==> config.mk <==
export PLATFORM = sky130hd
export DESIGN_NAME = io_bus_arbiter
export DESIGN_NICKNAME = d
export VERILOG_FILES = /design/src/rtl/io_fabric_pkg.sv /design/src/rtl/io_bus_arbiter_rr_pick.sv /design/src/rtl/io_bus_arbiter.sv
export SDC_FILE = /design/constraint.sdc
export NUM_CORES = 1
export LEC_CHECK = 0
export ABC_AREA = 1
export ABC_CLOCK_PERIOD_IN_PS = 2750
export BUFFER_PORTS_ARGS = -buffer_cell sky130_fd_sc_hd__buf_4
export CAP_MARGIN = 20
export CORE_UTILIZATION = 46
export DETAILED_ROUTE_END_ITERATION = 10
export PLACE_DENSITY = 0.91
export SYNTH_ARGS = -nofsm -noshare
export SYNTH_HDL_FRONTEND = slang
export SYNTH_SLANG_ARGS = --single-unit
export TNS_END_PERCENT = 50
==> constraint.sdc <==
create_clock -name clk -period 2.75 [get_ports clk]
set_clock_uncertainty 0.2 [all_clocks]
set_input_delay 0.1375 -clock clk [delete_from_list [all_inputs] [get_ports clk]]
set_output_delay 0.1375 -clock clk [all_outputs]
set_load 0.02 [all_outputs]
==> src/rtl/io_fabric_pkg.sv <==
// io_fabric_pkg: shared types, defaults and helpers for the IO fabric output-bus arbiter.
package io_fabric_pkg;
    typedef enum logic {IDLE, GRANT} arb_state_e;
    localparam int NREQ_DEF = 4;
    localparam int DW_DEF = 32;
    localparam int MAX_BURST_DEF = 8;
    function automatic int clog2(input int v);
        int r;
        r = 0;
        while ((1 << r) < v) r++;
        return r;
    endfunction
endpackage

==> src/rtl/io_bus_arbiter_rr_pick.sv <==
// rr_pick: combinational round-robin picker; first set request at or after ptr_i wins, wrapping.
module rr_pick import io_fabric_pkg::*; #(
    parameter int N = NREQ_DEF,
    parameter int IW = clog2(N)
) (
    input  logic [N-1:0]  req_i,
    input  logic [IW-1:0] ptr_i,
    output logic [N-1:0]  onehot_o,
    output logic [IW-1:0] idx_o,
    output logic          any_o
);
    always_comb begin
        onehot_o = '0;
        idx_o = '0;
        any_o = 1'b0;
        for (int k = 0; k < N; k++) begin
            int j;
            j = int'(ptr_i) + k;
            if (j >= N) j = j - N;
            if (!any_o && req_i[j]) begin
                any_o = 1'b1;
                onehot_o[j] = 1'b1;
                idx_o = IW'(j);
            end
        end
    end
endmodule

==> src/rtl/io_bus_arbiter.sv <==
// io_bus_arbiter: round-robin owner of the 32-bit IO output bus with registered forwarding.
// Optional burst-limit release compiled in with IO_ARB_BURST_LIMIT_EN.
module io_bus_arbiter import io_fabric_pkg::*; #(
    parameter int NREQ = NREQ_DEF,
    parameter int DW = DW_DEF,
    parameter int MAX_BURST = MAX_BURST_DEF,
    parameter int IW = clog2(NREQ)
) (
    input  logic               clk,
    input  logic               rst_n,
    input  logic [NREQ-1:0]    req,
    input  logic [NREQ*DW-1:0] req_data,
    input  logic [NREQ-1:0]    req_last,
    output logic [NREQ-1:0]    gnt,
    output logic               out_valid,
    output logic [DW-1:0]      out_data,
    output logic [IW-1:0]      out_src,
    output logic               busy
);
    arb_state_e state_q, state_d;
    logic [IW-1:0] ptr_q, ptr_d, owner_q, owner_d, ptr_next, pick_ptr, win_idx;
    logic [NREQ-1:0] gnt_q, gnt_d, win_oh;
    logic out_valid_q;
    logic [DW-1:0] out_data_q, out_data_d;
    logic [IW-1:0] out_src_q, out_src_d;
    logic accept, limit_hit, release_c, arb, win_any;
`ifdef IO_ARB_BURST_LIMIT_EN
    logic [7:0] cnt_q, cnt_d;
`endif

    always_comb begin
        accept = state_q == GRANT && req[owner_q];
`ifdef IO_ARB_BURST_LIMIT_EN
        limit_hit = accept && cnt_q == 8'(MAX_BURST - 1);
`else
        limit_hit = 1'b0;
`endif
        release_c = state_q == GRANT && (!req[owner_q] || (accept && req_last[owner_q]) || limit_hit);
        ptr_next = owner_q == IW'(NREQ - 1) ? '0 : owner_q + IW'(1);
        // On release the new pointer is used immediately so the switch costs no idle cycle.
        pick_ptr = release_c ? ptr_next : ptr_q;
        arb = state_q == IDLE || release_c;
        state_d = arb ? (win_any ? GRANT : IDLE) : state_q;
        gnt_d = arb ? (win_any ? win_oh : '0) : gnt_q;
        owner_d = arb && win_any ? win_idx : owner_q;
        ptr_d = release_c ? ptr_next : ptr_q;
        out_data_d = accept ? req_data[owner_q*DW +: DW] : out_data_q;
        out_src_d = accept ? owner_q : out_src_q;
`ifdef IO_ARB_BURST_LIMIT_EN
        cnt_d = release_c ? 8'd0 : (accept && cnt_q != 8'(MAX_BURST)) ? cnt_q + 8'd1 : cnt_q;
`endif
    end

    rr_pick #(.N(NREQ), .IW(IW)) u_pick (
        .req_i(req),
        .ptr_i(pick_ptr),
        .onehot_o(win_oh),
        .idx_o(win_idx),
        .any_o(win_any)
    );

    always_ff @(posedge clk or negedge rst_n) begin
        if (!rst_n) begin
            state_q <= IDLE;
            ptr_q <= '0;
            owner_q <= '0;
            gnt_q <= '0;
            out_valid_q <= 1'b0;
            out_data_q <= '0;
            out_src_q <= '0;
`ifdef IO_ARB_BURST_LIMIT_EN
            cnt_q <= 8'd0;
`endif
        end else begin
            state_q <= state_d;
            ptr_q <= ptr_d;
            owner_q <= owner_d;
            gnt_q <= gnt_d;
            out_valid_q <= accept;
            out_data_q <= out_data_d;
            out_src_q <= out_src_d;
`ifdef IO_ARB_BURST_LIMIT_EN
            cnt_q <= cnt_d;
`endif
        end
    end

    assign gnt = gnt_q;
    assign out_valid = out_valid_q;
    assign out_data = out_data_q;
    assign out_src = out_src_q;
    assign busy = state_q == GRANT;
endmodule
==> flow_summary_export.csv <==
group,metric,value,unit
cts,cts_buffer_depth,2,
global_route,grt_pass1_wl,17100,µm
job,drv_cap,0,
power_and_ir_drop,clockPowerShare,6.0,%
cts,cts_buffers,5,
logic_synthesis,syn_nets,628,
power_and_ir_drop,power_frac_comb,76.9,%
setup_path,critical_path.max_fanout,15,
floorplanning,start_util,48.1,%
status,status,"finished with violations",
timing,hold_slack,-0.00172,ns
power_and_ir_drop,switching_share,55.1,%
logic_synthesis,synth_area,3300,µm²
logic_synthesis,avgSynthCellArea,6.87,µm²
setup_path,endpoint_kind,"register",
placed_design,hpwl,8040,µm
floorplanning,rows,30,
floorplanning,core_area,6870,µm²
timing,period_share,96.4,%
logic_synthesis,ys_ff_latch,44,
drt,vias,3994,
global_route,grtUsageTotal,28.9,%
cts,clkTransAtPathRegs,0.08,ns
cts,clk_latency,0.30,ns
drt,ant_nets,0,
placed_design,port_buffers,177,
global_route,antenna_found_initial,0,
power_and_ir_drop,max-vdd-ir-drop,0.552,mV
floorplanning,die-area,7520,µm²
timing,setup_viol,0,
floorplanning,die_width,86.7,µm
drt,drc_errors,0,
timing,max-slew-margin-rel,63.1,%
drt,wl,10400,µm
global_route,overflow,0,
timing,drv_slew,0,
setup_path,critPathKind,"reg2reg",
power_and_ir_drop,p_leak,2.56,nW
layout,syn_to_final_growth,46.9,%
timing,max_freq,377,MHz
cts,root_buffer,"clkbuf_8",
power_and_ir_drop,p_switching,3.89,mW
drt,dr.pass1.iters,5,
timing,setup_tns,0,ns
logic_synthesis,ys_types,24,
drt,drt-vias-per-instance,5.33,
setup_path,cp-start-kind,"register",
layout,postLayoutCoreUtil,70.7,%
status,violations,"hold timing",
layout,diodes,0,
drt,dr.first_iter.drc_count,247,
power_and_ir_drop,cellPowerDensity,1450,nW/µm²
hold_path,hp-class,"in2reg",
global_route,first_global_vias,3875,
timing,worst_slew_pin_slew,0.553,ns
layout,layout-drive-gt1-share,37.1,%
global_route,grt_max_degree,45,
setup_path,cpMostUsedCell,"nand3_1",
setup_path,worst_ep_required_time,2.73,ns
floorplanning,num_io_pins,178,
power_and_ir_drop,p_int,3.16,mW
power_and_ir_drop,seqPwrFrac,17.1,%
setup_path,crit_chain,"buf_4 > nand3_1 > nand2_2 > nand2_4 > nand3_1 > nand2_4 > inv_6 > ha_4 > inv_2 > nand3_1 > nand2_2 > nand3_4 > nor2_4 > nor2_4 > clkinv_2 > nand2_1 > nand2_1",
logic_synthesis,ys_seq_area_share,33.3,%
setup_path,worstPathArrival,2.63,ns
setup_path,slowest_delay,0.45,ns
drt,routedWlPerCell,13.9,µm
cts,cts_tree,"built",
placed_design,gp_congestion,1.02,
floorplanning,die_h,86.7,µm
cts,cts_sinks,44,
cts,ctsHtreeMaxLevel,2,
setup_path,critPathSlowestCell,"dfrtp_2",
logic_synthesis,syn-instance-count,481,
layout,fin_nets,799,
timing,period_needed,2.65,ns
timing,hold_viol,1,
logic_synthesis,synth_warnings,0,
cells in the mapped netlist:
cell type,count,share of area [%]
nand2_1,145,16
nor2_1,73,8.3
o21ai_0,66,10
dfrtp_1,44,33
o22ai_1,32,6.1
nand3_1,24,3.6
clkbuf_1,23,2.6
inv_1,13,1.5
nand3_2,11,3.3
ha_1,9,3.4
nand2_2,9,1.7
nand2_4,9,3.1
nand3_4,4,2.1
nand4_1,4,0.76
buf_1,2,0.23
buf_6,2,0.68
inv_2,2,0.23
inv_6,2,0.53
nor2_4,2,0.68
buf_2,1,0.15
clkinv_2,1,0.15
nand3b_1,1,0.23
nor2_8,1,0.61
o211ai_1,1,0.23
cells by family (layout without fill, tap and decap cells):
logic type / Yosys count / count (layout) / synth area share, %
and+or+nand+nor: 283 / 283 / 40.9
buffers and inverters: 46 / 218 / 6.06
adders and majority gates: 9 / 9 / 3.41
AOI/OAI and AO/OA: 99 / 99 / 16.3
DFF: 44 / 44 / 33.3
path summary, 6_finish.rpt:
path / from / end / slack (ns) / cells past startpoint
min in group asynchronous: rst_n / out_data[13] / 0.16 / 2
min: req_data[26] / out_data[26] / -0.002 / 5
min reg2reg: out_data[25] / out_data[25] / 0.29 / 2
max in group asynchronous: rst_n / owner_q[0] / 1.78 / 2
max: owner_q[1] / owner_q[0] / 0.1 / 17
max reg2reg: owner_q[1] / owner_q[0] / 0.1 / 17
stage by stage:
stage,total power [mW],cells,hold WS [ns],worst slack (ns),instance area [µm²]
floorplan,4.97,481,-0.358,0.234,3300
global placement,6.23,738,-0.0356,0.197,4720
detailed placement,6.44,738,-0.0360,0.0267,4720
CTS,6.88,747,0.00100,0.00894,4820
global route,7.69,749,0.00600,-0.0172,4850
finish,7.05,749,-0.00172,0.0987,4850
state kept, by name, indices dropped and copies added (netlist names):
register,count
out_valid,1
ptr_q,2
busy,1
out_data,32
out_src,2
owner_q,2
gnt,4
critical path: cells and delay by family (launching register included):
family,cells,cell delay (ns)
adders and majority gates,1,0.29
buffers and inverters,4,0.37
DFF,1,0.45
and+or+nand+nor,12,1.21
per-layer routing:
layer | part of all wire, % | vias to the layer above | global-route usage (%) | wire (µm)
met5 | 0 | - | 0 | 0
met4 | 3.6 | 0 | 14.7 | 372
met1 | 38 | 1822 | 33.3 | 3970
met3 | 7.2 | 37 | 6.67 | 746
li1 | - | 1926 | - | -
met2 | 51 | 209 | 50.2 | 5330
power groups by stage:
stage / Sequential [mW] / Clock [mW] / Combinational (mW)
final: 1.21 / 0.422 / 5.42
after detailed placement: 1.21 / 0 / 5.24
after CTS: 1.20 / 0.425 / 5.25
after global routing: 1.24 / 0.452 / 6.00
after floorplan: 1.49 / 0 / 3.47
after global placement: 1.20 / 0 / 5.04
cell usage in the layout (no fill, tap or decap), types with 2 or more instances in the layout:
cell and instances:
nor2_4 2, nor2_1 73, buf_4 191, inv_2 2, nand2_1 145, nand2_2 9
nand3_4 4, o21ai_0 66, nand3_1 24, inv_6 2, clkbuf_1 2, nand4_1 4
clkbuf_8 6, dfrtp_1 42, dfrtp_2 2, o22ai_1 32, ha_1 8, inv_1 12
nand2_4 9, nand3_2 11
final cells by class:
| type | instances | area (µm²) |
|---|---|---|
| Clock buffer | 8 | 90.1 |
| Fill cell | 557 | 2020 |
| Inverter | 18 | 81.3 |
| Multi-Input combinational cell | 391 | 2010 |
| Sequential cell | 44 | 1100 |
| Tap cell | 96 | 120 |
| Timing Repair Buffer | 192 | 1440 |
repair_timing:
action                     CTS  global route
setup endpoints to repair    0             7
hold buffers                 1             0
buffers inserted             0             2
resized for setup            0             5
hold endpoints to repair    44             0
No activity file was read; power rests on OpenSTA's default activity.
